==> src/rtl/seq_divider_param.sv <==
`default_nettype none
// +--------------------------------------------------------------------------+
// | seq_divider_param: iterative restoring divider, signed/unsigned, div0.   |
// | Revision: 1.0                                                            |
// +--------------------------------------------------------------------------+
module seq_divider_param #(
  parameter int WIDTH = 16,
  parameter int CNT_W = $clog2(WIDTH + 1)
) (
  input  logic             clk,
  input  logic             rst_n,
  input  logic             in_valid,
  output logic             in_ready,
  input  logic             in_signed,
  input  logic [WIDTH-1:0] in_dividend,
  input  logic [WIDTH-1:0] in_divisor,
  output logic             out_valid,
  input  logic             out_ready,
  output logic [WIDTH-1:0] out_quotient,
  output logic [WIDTH-1:0] out_remainder,
  output logic             out_div_by_zero,
  output logic             busy
);

  typedef enum logic [1:0] {
    S_IDLE = 2'd0,
    S_CALC = 2'd1,
    S_DONE = 2'd2
  } state_t;

  state_t           r_state;
  logic [WIDTH:0]   r_rem;
  logic [WIDTH-1:0] r_dvd;
  logic [WIDTH-1:0] r_dvs;
  logic [WIDTH-1:0] r_quo;
  logic [CNT_W-1:0] r_cnt;
  logic             r_q_neg;
  logic             r_r_neg;
  logic             r_out_valid;
  logic [WIDTH-1:0] r_out_q;
  logic [WIDTH-1:0] r_out_r;
  logic             r_dbz;

  logic             w_dvd_neg;
  logic             w_dvs_neg;
  logic [WIDTH-1:0] w_dvd_mag;
  logic [WIDTH-1:0] w_dvs_mag;
  logic [WIDTH:0]   w_shift;
  logic             w_ge;
  logic [WIDTH:0]   w_rem_nxt;
  logic [WIDTH-1:0] w_quo_nxt;
  logic             w_last;
  logic [WIDTH-1:0] w_q_fin;
  logic [WIDTH-1:0] w_r_fin;
  logic             w_unused;

  assign w_dvd_neg = in_signed & in_dividend[WIDTH-1];
  assign w_dvs_neg = in_signed & in_divisor[WIDTH-1];
  // Negating the most-negative value yields 2^(WIDTH-1), the correct magnitude.
  assign w_dvd_mag = w_dvd_neg ? (~in_dividend + 1'b1) : in_dividend;
  assign w_dvs_mag = w_dvs_neg ? (~in_divisor + 1'b1) : in_divisor;

  assign w_shift   = {r_rem[WIDTH-1:0], r_dvd[WIDTH-1]};
  assign w_ge      = (w_shift >= {1'b0, r_dvs});
  assign w_rem_nxt = w_ge ? (w_shift - {1'b0, r_dvs}) : w_shift;
  assign w_quo_nxt = {r_quo[WIDTH-2:0], w_ge};
  assign w_last    = (r_cnt == CNT_W'(WIDTH - 1));
  assign w_q_fin   = r_q_neg ? (~w_quo_nxt + 1'b1) : w_quo_nxt;
  assign w_r_fin   = r_r_neg ? (~w_rem_nxt[WIDTH-1:0] + 1'b1) : w_rem_nxt[WIDTH-1:0];

  // The partial remainder never exceeds the divisor, so its top bit is never consumed.
  assign w_unused = r_rem[WIDTH];

  always_ff @(posedge clk or negedge rst_n) begin
    if (!rst_n) begin
      r_state     <= S_IDLE;
      r_rem       <= '0;
      r_dvd       <= '0;
      r_dvs       <= '0;
      r_quo       <= '0;
      r_cnt       <= '0;
      r_q_neg     <= 1'b0;
      r_r_neg     <= 1'b0;
      r_out_valid <= 1'b0;
      r_out_q     <= '0;
      r_out_r     <= '0;
      r_dbz       <= 1'b0;
    end else begin
      case (r_state)
        S_IDLE: begin
          if (in_valid) begin
            r_rem   <= '0;
            r_quo   <= '0;
            r_cnt   <= '0;
            r_dvd   <= w_dvd_mag;
            r_dvs   <= w_dvs_mag;
            r_q_neg <= w_dvd_neg ^ w_dvs_neg;
            r_r_neg <= w_dvd_neg;
            if (in_divisor == '0) begin
              r_out_q     <= '1;
              r_out_r     <= in_dividend;
              r_dbz       <= 1'b1;
              r_out_valid <= 1'b1;
              r_state     <= S_DONE;
            end else begin
              r_state <= S_CALC;
            end
          end
        end
        S_CALC: begin
          r_rem <= w_rem_nxt;
          r_quo <= w_quo_nxt;
          r_dvd <= {r_dvd[WIDTH-2:0], 1'b0};
          r_cnt <= r_cnt + CNT_W'(1);
          if (w_last) begin
            r_out_q     <= w_q_fin;
            r_out_r     <= w_r_fin;
            r_dbz       <= 1'b0;
            r_out_valid <= 1'b1;
            r_state     <= S_DONE;
          end
        end
        S_DONE: begin
          if (out_ready) begin
            r_out_valid <= 1'b0;
            r_state     <= S_IDLE;
          end
        end
        default: begin
          r_out_valid <= 1'b0;
          r_state     <= S_IDLE;
        end
      endcase
    end
  end

  assign in_ready        = (r_state == S_IDLE);
  assign busy            = (r_state != S_IDLE);
  assign out_valid       = r_out_valid;
  assign out_quotient    = r_out_q;
  assign out_remainder   = r_out_r;
  assign out_div_by_zero = r_dbz;

endmodule
`default_nettype wire

==> config.mk <==
export PLATFORM = sky130hd
export DESIGN_NAME = seq_divider_param
export DESIGN_NICKNAME = d
export VERILOG_FILES = /design/src/rtl/seq_divider_param.sv
export SDC_FILE = /design/constraint.sdc
export NUM_CORES = 1
export LEC_CHECK = 0
export ABC_AREA = 1
export BUFFER_PORTS_ARGS = -buffer_cell sky130_fd_sc_hd__buf_2
export CAP_MARGIN = 20
export CELL_PAD_IN_SITES_DETAIL_PLACEMENT = 0
export CELL_PAD_IN_SITES_GLOBAL_PLACEMENT = 1
export CORE_ASPECT_RATIO = 0.8
export CORE_UTILIZATION = 40
export CTS_BUF_LIST = sky130_fd_sc_hd__clkbuf_4 sky130_fd_sc_hd__clkbuf_8
export CTS_CLUSTER_SIZE = 16
export DETAILED_ROUTE_END_ITERATION = 10
export GPL_TIMING_DRIVEN = 0
export PLACE_DENSITY_LB_ADDON = 0.1
export SLEW_MARGIN = 40
export SYNTH_ARGS = -nofsm -noshare
export SYNTH_HDL_FRONTEND = slang
export SYNTH_SLANG_ARGS = --single-unit
==> constraint.sdc <==
create_clock -name clk -period 2.8 [get_ports clk]
set_clock_uncertainty 0.15 [all_clocks]
set_input_delay 0 -clock clk [delete_from_list [all_inputs] [get_ports clk]]
set_output_delay 0 -clock clk [all_outputs]
set_load 0.005 [all_outputs]
Word level (Yosys, flattened, before mapping):

Cells that the tools add are included.

* register bits: 106
* word-level logic and storage cells: 75

* add/sub/neg operators: 6
* $lt $le $gt $ge: 1
* equality and inequality tests: 7
* mux-type cells: 33
* bitwise operators: 7
* reductions and logical operators: 9

Operators by type and width (number)
* $mux 16: 13
* $pmux 16 s2: 4
* $add 16x1->16 const B: 4
* $not 16->16: 4
* $pmux 15 s2: 1
* $ge 17x16->1: 1
* $logic_not 16->1: 1
* $sub 16x16->16: 1
* $mux 15: 1
* $pmux 5 s2: 1
* $mux 2: 4
* $reduce_and 4->1: 2
* $ne 2x2->1 const B: 3
* $pmux 2 s3: 1
* $add 5x1->5 const B: 1
* $eq 5x4->1 const B: 1
* $mux 1: 5
* $mux 5: 1
* $reduce_and 2->1: 2
* $reduce_bool 2->1: 2
* $pmux 1 s3: 1
* $reduce_and 3->1: 1
* $and 1x1->1: 2
* $eq 2x1->1 const B: 1
* other kinds (5): 5

Longest topological paths before layout:

Gate-level depths: netlist (run 1).

* depth after elaboration: 7
* mapped depth: 22

Worst setup path before layout (run 1):

OpenSTA, ideal clock, no wires.

* kind: register to register
* start: register r_rem[11]
* end: register r_out_q[12] (netlist: out_quotient[12])
* setup time: 0.128 ns
* arrival time: 2.725 ns
* required time: 2.522 ns
* setup slack: -0.202 ns
* cell stages (with the launch flop): 21
* buffers on the path: 0
* clock period less this slack: 3.002 ns
* cells stage by stage: dfrtp_1 ha_1 nand2_2 inv_1 nand2_1 nand2_1 nand2_1 nand2_1 nor2_4 nand2_8 inv_2 ha_1 inv_1 nor4_1 nand2_1 nor3_1 inv_1 o31ai_1 o21ai_0 a21oi_1 o21ai_0

* longest elaborated chain between the ends: 6

Ends and longest elaborated chain
* start: declaration: line 32 `logic [WIDTH:0] r_rem;`
* start signal: assignment: line 111 `r_rem <= w_rem_nxt;`
* $ge 17x16->1: line 64 `assign w_ge = (w_shift >= {1'b0, r_dvs});`
* $not 16->16: line 68 `assign w_q_fin = r_q_neg ? (~w_quo_nxt + 1'b1) : w_quo_nxt;`
* $add 16x1->16: line 68
* $mux 16: line 68
* $mux 16: line 115 `if (w_last) begin`
* $pmux 16 s2: line 89 `case (r_state)`
* end signal: assignment: line 116 `r_out_q <= w_q_fin;`
* end: declaration: line 40 `logic [WIDTH-1:0] r_out_q;`

Every way passes these cells. The select of a mux whose other input is x is not followed.
A chain may end at the register's enable or synchronous reset.

Final worst setup path (run 1):

* start: register r_dvs[14]
* end: register r_out_q[13] (netlist: out_quotient[13])

* longest elaborated chain between the ends: 6

Ends and longest elaborated chain
* start: declaration: line 34 `logic [WIDTH-1:0] r_dvs;`
* start signal: assignment: line 96 `r_dvs <= w_dvs_mag;`
* $ge 17x16->1: line 64
* $not 16->16: line 68
* $add 16x1->16: line 68
* $mux 16: line 68
* $mux 16: line 115
* $pmux 16 s2: line 89

Every way passes these cells. The select of a mux whose other input is x is not followed.

==> metrics, run 1 <==
area leader, netlist=dfrtp_1; area grow syn2layout=34.59%; Tcrit/Tclk final=109.2%; layout cells sized above 1=26.15%; Die Wd=150.2 µm; die area=0.01810 mm²; largest net degree at the start of global routing=72; RSZ-0062 raised after global routing=yes; Clock Path Buffers=2; via count=7120; total of warnings raised by yosys=0; Max H-tree Level=3; Worst setup EP type=flop; sequential share of power=19.3%; first-pass GRT wire length=37340 µm; total grt overflow=0; PortBufs=72; Worst-Skew Late Latency=0.39 ns; failing checks=negative setup slack; num rows=42; Synth top area share=37.76%; Post-synth EDFFs=0; Via density=5.193; Core Box Area=0.01687 mm²; Clock transition at path regs=0.11 ns; Hold Crit Depth=5; final wirelength=24240 µm; setup ws final=-0.2575 ns; number of max-cap violations=0; die span in y=120.5 µm; P_leak=4.424 nW; nets@finish=1206; Worst Tran Pin Value=0.8688 ns; crit path DAT=3.19 ns; syn nets=1037; 1st-pass router iterations=5; Place WS=-0.5781 ns; design area=0.009454 mm²; Hold Vio Cnt, Final=0; Final setup viols=19; max-slew violation count=0; Root Buffer=clkbuf_8; CTS buffer count=9; Pint=6.669 mW; top cells by area, synth=dfrtp_1 (38%), nand2_1 (13%), inv_1 (7.2%), nand3_1 (5.1%), o21ai_0 (4.6%); drt drc=0; Gate power share=71.9%; Critical Path Fanout Max=5; GPL Wtd Cong=0.8541; antenna viol nets, final=0; Initial DRC Count=546; hpwl dp=17450 µm; Ports=73; worst setup path category=reg2reg; ANT cells=0; Tmin final=3.058 ns; Synth cell types=54; Psw=7.262 mW; pwr/cell area=1474 mW/mm²; ys flop type=dfrtp_1; Seq cells post-synth=106; VDD IR max=656.2 µV; initial core utilization=41.64%; Sw Share=52.13%; GR Util All Layers=27.62%; Min-Delay Path Class=in2reg; Slew headroom=42.08%; CTS tree=done; WP data required=2.94 ns; ys async rst share=100.0%; Clock Sinks=106; clock share of power=8.7%; WL per Instance=17.68 µm; synthesized area per cell=7.190 µm²; area post-placement=0.007846 mm²; initial antenna violation count=0; Worst R2R Path Depth=19; Fmax=327.1 MHz; Post-Synthesis Cell Area=0.007024 mm²; startpoint types=flop; register area share after synthesis=37.76%; status=complete, but fails checks; Synth Instances=977; number of global-route vias before repair=6699; Final Util=56.05%
-- what timing repair did --
action | CTS | global route
setup endpoints to repair | 57 | 48
pin swaps | 17 | 48
hold buffers | 45 | 0
buffers inserted | 19 | 18
gates cloned | 0 | 4
resized for setup | 53 | 92
hold endpoints to repair | 152 | 0
-- routing by layer --
metal	GRT usage [%]	part of all wire, %	wire (µm)	vias up
met5	0	0	0	-
met4	5.492	1.2	289	0
met3	3.585	6.5	1575	22
met2	40.39	42	10190	233
met1	43.00	50	12180	3328
li1	-	-	-	3537
-- layout make-up --
| type | instances | area [µm²] |
|---|---|---|
| Clock inverter | 5 | 107.6 |
| Clock buffer | 11 | 151.4 |
| Buffer | 33 | 177.7 |
| Tap cell | 220 | 275.3 |
| Fill cell | 1618 | 7415 |
| Multi-Input combinational cell | 695 | 4280 |
| Sequential cell | 106 | 2661 |
| Timing Repair Buffer | 158 | 1255 |
| Inverter | 143 | 545.5 |
-- power by group through the flow --
stage / clock [mW] / sequential, mW / combinational (mW)
after floorplan: 0 / 2.57 / 5.61
after global placement: 0 / 2.66 / 7.77
after detailed placement: 0 / 2.68 / 7.81
after CTS: 1.24 / 2.66 / 8.48
after global routing: 1.30 / 2.76 / 11.0
final: 1.22 / 2.69 / 10.0
-- flip-flops by register name (all words and copies together), names as in the netlist --
name,flops
r_state,2
r_cnt,5
out_div_by_zero,1
r_dvs,16
r_dvd,16
r_r_neg,1
r_q_neg,1
out_remainder,16
r_quo,15
r_rem,16
out_quotient,16
out_valid,1
-- per-stage QoR --
stage	TNS (ns)	hold WS, ns	total power, mW	std cells
global placement	-5.151	0.1634	10.43	1269
detailed placement	-5.522	-0.2525	10.48	1270
floorplan	0	-0.4456	8.179	977
finish	-3.418	0.3123	13.93	1371
CTS	-1.956	0.2965	12.38	1350
global route	-6.796	0.3337	15.07	1371
-- path summary, 6_finish.rpt --
check	start	end	slack (ns)
max	r_dvs[14]$_DFFE_PN0P_	out_quotient[13]$_DFFE_PN0P_	-0.26
min	out_ready	r_state[1]$_DFFE_PN0P_	0.31
max reg2reg	r_dvs[14]$_DFFE_PN0P_	out_quotient[13]$_DFFE_PN0P_	-0.26
min reg2reg	out_remainder[14]$_DFFE_PN0P_	out_remainder[14]$_DFFE_PN0P_	0.33
max in group asynchronous	rst_n	r_rem[3]$_DFFE_PN0P_	1.60
min in group asynchronous	rst_n	r_quo[0]$_DFFE_PN0P_	0.54
-- worst max-delay path, stage by stage (launching register included) --
cell,delay [ns]
dfrtp_1,0.41
inv_2,0.13
ha_4,0.24
nand2_2,0.06
nand2_2,0.06
a21oi_2,0.16
nand2_2,0.08
nor2_4,0.21
nand2_8,0.09
buf_4,0.16
buf_8,0.14
buf_12,0.14
nor3_4,0.20
nand2_2,0.12
nor2_4,0.16
nand3_2,0.10
nand2_4,0.09
nand4_1,0.10
nand3_1,0.11
nand2_1,0.05
-- synthesized netlist by cell type, drive strengths merged, types with 2 or more instances --
cell,number
nand2,267
inv,140
dfrtp,106
nor2,92
nand3,76
o21ai,67
a21oi,40
o22ai,23
ha,22
clkbuf,21
nor3,19
xor2,16
buf,12
nand4,12
o211ai,10
xnor2,8
a31oi,7
o31ai,7
nor4,4
a22oi,3
clkinv,3
a2111oi,2
o221ai,2
o311ai,2
or2,2
-- cells by family after synthesis --
family	Yosys count	synth area share, %
buf+inv	176	9.975
fa+ha+maj	23	4.204
flops	106	37.76
compound gates	172	14.52
simple gates	476	30.55
xor+xnor	24	2.992
-- layout by cell type (no fill, tap or decap), drive strengths merged, types with 2 or more instances in the layout --
cell type and n:
dfrtp 106, a22oi 3, nor3 19, o211ai 10, nand3 76, xnor2 8, o31ai 7, nand4 12
nand2 267, o22ai 23, a31oi 7, or2 2, ha 22, a2111oi 2, dlygate4sd3 44, clkbuf 38
o221ai 2, a21oi 40, clkinv 4, inv 141, o21ai 67, nor4 4, buf 120, xor2 16
nor2 92, o311ai 2, bufinv 3
(Power assumes the default switching activity.)
==> run 2: changes to the inputs <==
--- a/config.mk
+++ b/config.mk
@@ -5,18 +5,18 @@
 export SDC_FILE = /design/constraint.sdc
 export NUM_CORES = 1
 export LEC_CHECK = 0
-export ABC_AREA = 1
 export BUFFER_PORTS_ARGS = -buffer_cell sky130_fd_sc_hd__buf_2
 export CAP_MARGIN = 20
 export CELL_PAD_IN_SITES_DETAIL_PLACEMENT = 0
 export CELL_PAD_IN_SITES_GLOBAL_PLACEMENT = 1
 export CORE_ASPECT_RATIO = 0.8
-export CORE_UTILIZATION = 40
+export CORE_UTILIZATION = 42
 export CTS_BUF_LIST = sky130_fd_sc_hd__clkbuf_4 sky130_fd_sc_hd__clkbuf_8
 export CTS_CLUSTER_SIZE = 16
 export DETAILED_ROUTE_END_ITERATION = 10
 export GPL_TIMING_DRIVEN = 0
 export PLACE_DENSITY_LB_ADDON = 0.1
+export SKIP_CTS_REPAIR_TIMING = 1
 export SLEW_MARGIN = 40
 export SYNTH_ARGS = -nofsm -noshare
 export SYNTH_HDL_FRONTEND = slang
==> run 2 against run 1 <==
  * The flow finishes with violations (negative hold slack, negative setup slack)
  * Synthesized cell count shrank 20%
  * Area after synthesis shrank 5.2%
  * Worst hold slack lost 0.37 ns
  * Sequential cell count is the same
  * Global-route usage shrank 1.7 points
  * Fmax shrank 18%
  * Design area shrank 3.6%
  * Utilization grew 3.6 points
  * Die area shrank 9.6%
  * Setup slack lost 0.67 ns
  * Final cell count shrank 14%
  * Critical path type unchanged
  * Largest cell class unchanged
==> metrics, run 2 <==
status=complete, but fails checks (unchanged); Root Buffer=clkbuf_8 (unchanged); Clock Sinks=106 (unchanged); die span in y=114.6 µm (was 120.5 µm); CP Cell Sequence=inv_2, ha_4, inv_2, fa_2, a211oi_4, nor3_4, or3_4, o21a_1, a21o_1, o31a_1, or3_4, o211a_1, mux2i_1, o21ai_1 (was inv_2, ha_4, nand2_2, nand2_2, a21oi_2, nand2_2, nor2_4, nand2_8, buf_4, buf_8, buf_12, nor3_4, nand2_2, nor2_4, nand3_2, nand2_4, nand4_1, nand3_1, nand2_1); startpoint types=flop (unchanged); Synth Instances=785 (was 977); ANT cells=0 (unchanged); area grow syn2layout=36.88% (was 34.59%); Tcrit/Tclk final=133.2% (was 109.2%); Post-Synthesis Cell Area=0.006656 mm² (was 0.007024 mm²); register area share after synthesis=39.85% (was 37.76%); CTS buffer count=9 (unchanged); Post-Synth Simple-Gate Area=18.52% (was 30.55%); Die Wd=142.8 µm (was 150.2 µm); synthesized area per cell=8.479 µm² (was 7.190 µm²); syn nets=845 (was 1037); combinational family with the most area after synthesis=compound AO/OA/AOI/OAI gates (was simple AND/OR/NAND/NOR gates); drt drc=0 (unchanged); crit path DAT=3.84 ns (was 3.19 ns); worst r2r src=r_dvd[15]$_DFFE_PN0P_ (was r_dvs[14]$_DFFE_PN0P_); top cells by area, synth=dfrtp_1 (40%), nand2_1 (6.7%), o21ai_0 (5.6%), xnor2_1 (4.5%), ha_1 (4.1%) (was dfrtp_1 (38%), nand2_1 (13%), inv_1 (7.2%), nand3_1 (5.1%), o21ai_0 (4.6%)); Core Box Area=0.01526 mm² (was 0.01687 mm²); Synth cell types=66 (was 54); nets@finish=1020 (was 1206); ys async rst share=100.0% (unchanged); total of warnings raised by yosys=0 (unchanged); initial antenna violation count=0 (unchanged); Synth top cells by count=nand2_1 (119), dfrtp_1 (106), o21ai_0 (74), nor2_1 (56), a21oi_1 (40) (was nand2_1 (247), inv_1 (135), dfrtp_1 (106), nor2_1 (78), nand3_1 (71)); initial core utilization=43.61% (was 41.64%); adder-cell area share of the yosys netlist=4.436% (was 4.204%); Critical Path Fanout Max=4 (was 5); Slowest-stage cell, CP=dfrtp_2 (was dfrtp_1); Tmin final=3.731 ns (was 3.058 ns); GR Util All Layers=25.93% (was 27.62%); hold path startpoint=in_divisor[9] (was out_ready); Ports=73 (unchanged); Largest stage delay, worst path=0.45 ns (was 0.41 ns); post-synthesis mux area share=2.744% (was 0%); hpwl dp=15330 µm (was 17450 µm); 1st-pass router iterations=5 (unchanged); setup TNS=-13.97 ns (was -3.418 ns); WL per Instance=18.77 µm (was 17.68 µm); Final setup viols=39 (was 19); xor and xnor fraction of the mapped netlist area=8.421% (was 2.993%); failing checks=negative hold slack, negative setup slack (was negative setup slack); ys flop type=dfrtp_1 (unchanged); largest net degree at the start of global routing=59 (was 72); design area=0.009111 mm² (was 0.009454 mm²); via count=6595 (was 7120); Post-synth EDFFs=0 (unchanged); worst setup path category=reg2reg (unchanged); num rows=40 (was 42); RSZ-0062 raised after global routing=yes (unchanged); area leader, netlist=dfrtp_1 (unchanged); most frequent cells in the layout=nand2_1 (110), dfrtp_1 (97), buf_2 (75) (was nand2_1 (214), inv_1 (122), dfrtp_1 (99)); Clock Path Buffers=2 (unchanged); Worst setup EP type=flop (unchanged); Max H-tree Level=3 (unchanged); CTS tree=done (unchanged); total grt overflow=0 (unchanged); Slew headroom=9.043% (was 42.08%); max-slew violation count=0 (unchanged); first-pass GRT wire length=32240 µm (was 37340 µm); PortBufs=72 (unchanged); Worst-Skew Late Latency=0.40 ns (was 0.39 ns); setup ws final=-0.9307 ns (was -0.2575 ns); area post-placement=0.007400 mm² (was 0.007846 mm²); GPL Wtd Cong=0.8917 (was 0.8541); Initial DRC Count=470 (was 546); Via density=5.613 (was 5.193); number of global-route vias before repair=5870 (was 6699); most numerous cell in the Yosys netlist=nand2_1 (unchanged); final wirelength=22050 µm (was 24240 µm); layout cells sized above 1=27.36% (was 26.15%); CP startpoint=r_dvd[15]$_DFFE_PN0P_ (was r_dvs[14]$_DFFE_PN0P_); Min-Delay Path Class=in2reg (unchanged); Hold Vio Cnt, Final=18 (was 0); worst hold slack=-0.05826 ns (was 0.3123 ns); die area=0.01636 mm² (was 0.01810 mm²); Place WS=-1.135 ns (was -0.5781 ns); WP data required=2.91 ns (was 2.94 ns); commonest non-fill, non-tap cell in the layout=nand2_1 (unchanged); Worst Tran Pin Value=1.352 ns (was 0.8688 ns); number of max-cap violations=0 (unchanged); Clock transition at path regs=0.11 ns (about the same); Synth top area share=39.85% (was 37.76%); complex-gate fraction of the synthesized area=21.35% (was 14.52%); Fmax=268.0 MHz (was 327.1 MHz); antenna viol nets, final=0 (unchanged); Seq cells post-synth=106 (unchanged)
==> run 2: metrics by stage <==
stage          hold WS (ns)  cells  util [%]
2_1_floorplan       -0.4456    785         -
5_1_grt            0.008546   1175     59.69
4_1_cts             -0.6145   1084     49.81
3_3_place_gp         0.1269   1067     48.20
6_report           -0.05826   1175     59.69
3_5_place_dp        -0.1746   1068     48.48
==> run 2: area by class of cell <==
type                            instances  area, µm²
Fill cell                            1402       6153
Multi-Input combinational cell        603       4390
Sequential cell                       106       2664
Timing Repair Buffer                  164       1232
Tap cell                              210      262.8
Buffer                                 46      242.7
Clock buffer                           12      152.6
Inverter                               30      115.1
Clock inverter                          4      51.30
==> run 2: final timing paths <==
check | endpoint | slack, ns | cells after the start
max in group asynchronous | r_quo[7]$_DFFE_PN0P_ | 1.94 | 3
max | out_remainder[13]$_DFFE_PN0P_ | -0.93 | 14
max reg2reg | out_remainder[13]$_DFFE_PN0P_ | -0.93 | 14
min in group asynchronous | r_rem[15]$_DFFE_PN0P_ | -0.04 | 2
min reg2reg | out_remainder[13]$_DFFE_PN0P_ | 0.34 | 2
min | r_dvs[10]$_DFFE_PN0P_ | -0.06 | 4
==> run 2: kinds of logic after synthesis <==
kind of cell               after synthesis
muxes                                   18
DFF                                    106
adders and majority gates               23
AOI/OAI and AO/OA                      224
and+or+nand+nor                        274
buffers and inverters                   76
xor gates and xnor gates                64
==> run 2: metal layers <==
layer	vias to the layer above	share of wire, %	routed length (µm)	track usage, %
met5	-	0	0	0
met4	0	0.91	201	5.161
met3	16	5.0	1112	4.099
met2	196	46	10140	39.22
met1	3261	48	10600	38.89
li1	3122	-	-	-
==> run 2: critical path, delay by kind of cell (launching register included) <==
kind            cells  cell delay [ns]
buf+inv             2             0.12
flops               1             0.45
mux                 1             0.17
compound gates      6             1.37
simple gates        3             0.80
fa+ha+maj           2             0.53
Power of run 2 is not shown: default switching activity piles up to over one toggle a cycle in this logic, so the estimate is an artifact.
==> run 3: changes to the inputs <==
==> constraint.sdc (replaced) <==
create_clock -name clk -period 3.1 [get_ports clk]
set_clock_uncertainty 0.15 [all_clocks]
set_input_delay 0 -clock clk [delete_from_list [all_inputs] [get_ports clk]]
set_output_delay 0 -clock clk [all_outputs]
set_load 0.005 [all_outputs]
==> run 3 against run 2 <==
  * The flow still finishes with violations (negative hold slack, negative setup slack)
  * Utilization down 2.8 points
  * Design area down 4.7%
  * Setup slack better by 0.32 ns
  * Worst hold slack better by 0.030 ns
  * Highest routed layer unchanged
  * Fmax up 0.42%
==> metrics, run 3 (synthesized netlist as in run 2, its figures left out) <==
status=complete, but fails checks (unchanged); failing checks=negative hold slack, negative setup slack (unchanged); worst setup path category=reg2reg (unchanged); Slew headroom=38.01% (was 9.043%); Tcrit/Tclk final=119.8% (was 133.2%); first-pass GRT wire length=31780 µm (was 32240 µm); largest net degree at the start of global routing=57 (was 59); worst hold slack=-0.02806 ns (was -0.05826 ns); Tmin final=3.715 ns (was 3.731 ns); commonest non-fill, non-tap cell in the layout=nand2_1 (unchanged); ANT cells=0 (unchanged); hpwl dp=15410 µm (was 15330 µm); Max H-tree Level=3 (unchanged); CP Cell Sequence=inv_2, ha_4, inv_2, fa_2, a211oi_4, nor3_4, or3_4, o21a_1, a21o_1, o31a_1, or3_4, o211a_1, mux2i_1, o21ai_1 (unchanged); total grt overflow=0 (unchanged); crit path DAT=3.82 ns (was 3.84 ns); fillers=1442 (was 1402); WL per Instance=18.58 µm (was 18.77 µm); GR Util All Layers=25.65% (was 25.93%); number of max-cap violations=0 (unchanged); PortBufs=72 (unchanged); CTS tree=done (unchanged); layout cells sized above 1=21.40% (was 27.36%); num rows=40 (unchanged); RSZ-0062 raised after global routing=yes (unchanged); Slowest-stage cell, CP=dfrtp_2 (unchanged); GPL Wtd Cong=0.8698 (was 0.8917); Worst Tran Pin Value=0.9214 ns (was 1.352 ns); Final setup viols=25 (was 39); startpoint types=flop (unchanged); Fmax=269.2 MHz (was 268.0 MHz); Clock transition at path regs=0.10 ns (was 0.11 ns); initial antenna violation count=0 (unchanged); drt drc=0 (unchanged); CTS buffer count=9 (unchanged); Root Buffer=clkbuf_8 (unchanged); setup ws final=-0.6151 ns (was -0.9307 ns); Place WS=-0.7732 ns (was -1.135 ns); most frequent cells in the layout=nand2_1 (117), dfrtp_1 (105), buf_2 (76) (was nand2_1 (110), dfrtp_1 (97), buf_2 (75)); number of global-route vias before repair=5882 (was 5870); 1st-pass router iterations=5 (unchanged); Initial DRC Count=370 (was 470); max-slew violation count=0 (unchanged); Min-Delay Path Class=in2reg (unchanged); Core Box Area=0.01526 mm² (unchanged); Largest stage delay, worst path=0.46 ns (was 0.45 ns); antenna viol nets, final=0 (unchanged); Die Wd=142.8 µm (unchanged); die span in y=114.6 µm (unchanged); Critical Path Fanout Max=4 (unchanged); Hold Vio Cnt, Final=33 (was 18); Clock Path Buffers=2 (unchanged); initial core utilization=43.61% (unchanged); WP data required=3.21 ns (was 2.91 ns); area grow syn2layout=30.49% (was 36.88%); Worst-Skew Late Latency=0.40 ns (about the same); nets@finish=999 (was 1020); Ports=73 (unchanged); Worst setup EP type=flop (unchanged); Clock Sinks=106 (unchanged); Via density=5.623 (was 5.613); via count=6489 (was 6595); final wirelength=21440 µm (was 22050 µm); die area=0.01636 mm² (unchanged)
-- run 3: changes by cell type in the layout (fill, tap and decap cells not counted), sizes merged --
cell	before	now
clkinvlp	1	2
clkinv	2	4
bufinv	1	0
buf	134	113
dlygate4sd3	41	40
inv	30	29
-- run 3: layer usage --
layer	global-route usage, %	wire length [µm]
met2	39.22	9745
met1	37.93	10370
met4	5.376	243
met5	0	0
met3	4.224	1077
-- run 3: area by class of cell --
class                           instances  area [µm²]  share of cell area (%)
Buffer                                 46       225.2                   2.593
Clock inverter                          5       30.03                  0.3457
Tap cell                              210       262.8                   3.025
Multi-Input combinational cell        603        4184                   48.17
Sequential cell                       106        2654                   30.55
Inverter                               30       117.6                   1.354
Clock buffer                           11       145.1                   1.671
Timing Repair Buffer                  143        1067                   12.29
-- run 3: final timing paths --
| check | from | endpoint | slack [ns] | depth (start not counted) |
|---|---|---|---|---|
| setup reg to reg | r_dvd[15]$_DFFE_PN0P_ | out_remainder[13]$_DFFE_PN0P_ | -0.62 | 14 |
| min in group asynchronous | rst_n | r_rem[15]$_DFFE_PN0P_ | -0.02 | 2 |
| max in group asynchronous | rst_n | r_dvd[15]$_DFFE_PN0P_ | 2.20 | 3 |
| hold reg to reg | out_remainder[13]$_DFFE_PN0P_ | out_remainder[13]$_DFFE_PN0P_ | 0.34 | 2 |
| setup / recovery | r_dvd[15]$_DFFE_PN0P_ | out_remainder[13]$_DFFE_PN0P_ | -0.62 | 14 |
| hold / removal | in_dividend[13] | r_dvd[13]$_DFFE_PN0P_ | -0.03 | 5 |
-- run 3: worst max-delay path, delay by kind of cell, from the launching register on --
family                     cells  cell delay [ns]
AOI/OAI and AO/OA              6             1.36
and+or+nand+nor                3             0.80
adders and majority gates      2             0.50
DFF                            1             0.46
muxes                          1             0.19
buffers and inverters          2             0.11
-- run 3: metrics by stage --
stage,setup TNS (ns),instance area (µm²),cells,util (%)
2_1_floorplan,-0.7900,6670,785,-
3_3_place_gp,-14.16,7293,1067,47.78
3_5_place_dp,-10.41,7336,1068,48.06
4_1_cts,-11.56,7511,1084,49.20
5_1_grt,-10.12,8686,1154,56.90
6_report,-6.107,8686,1154,56.90
Power of run 3 is left out for the same reason.
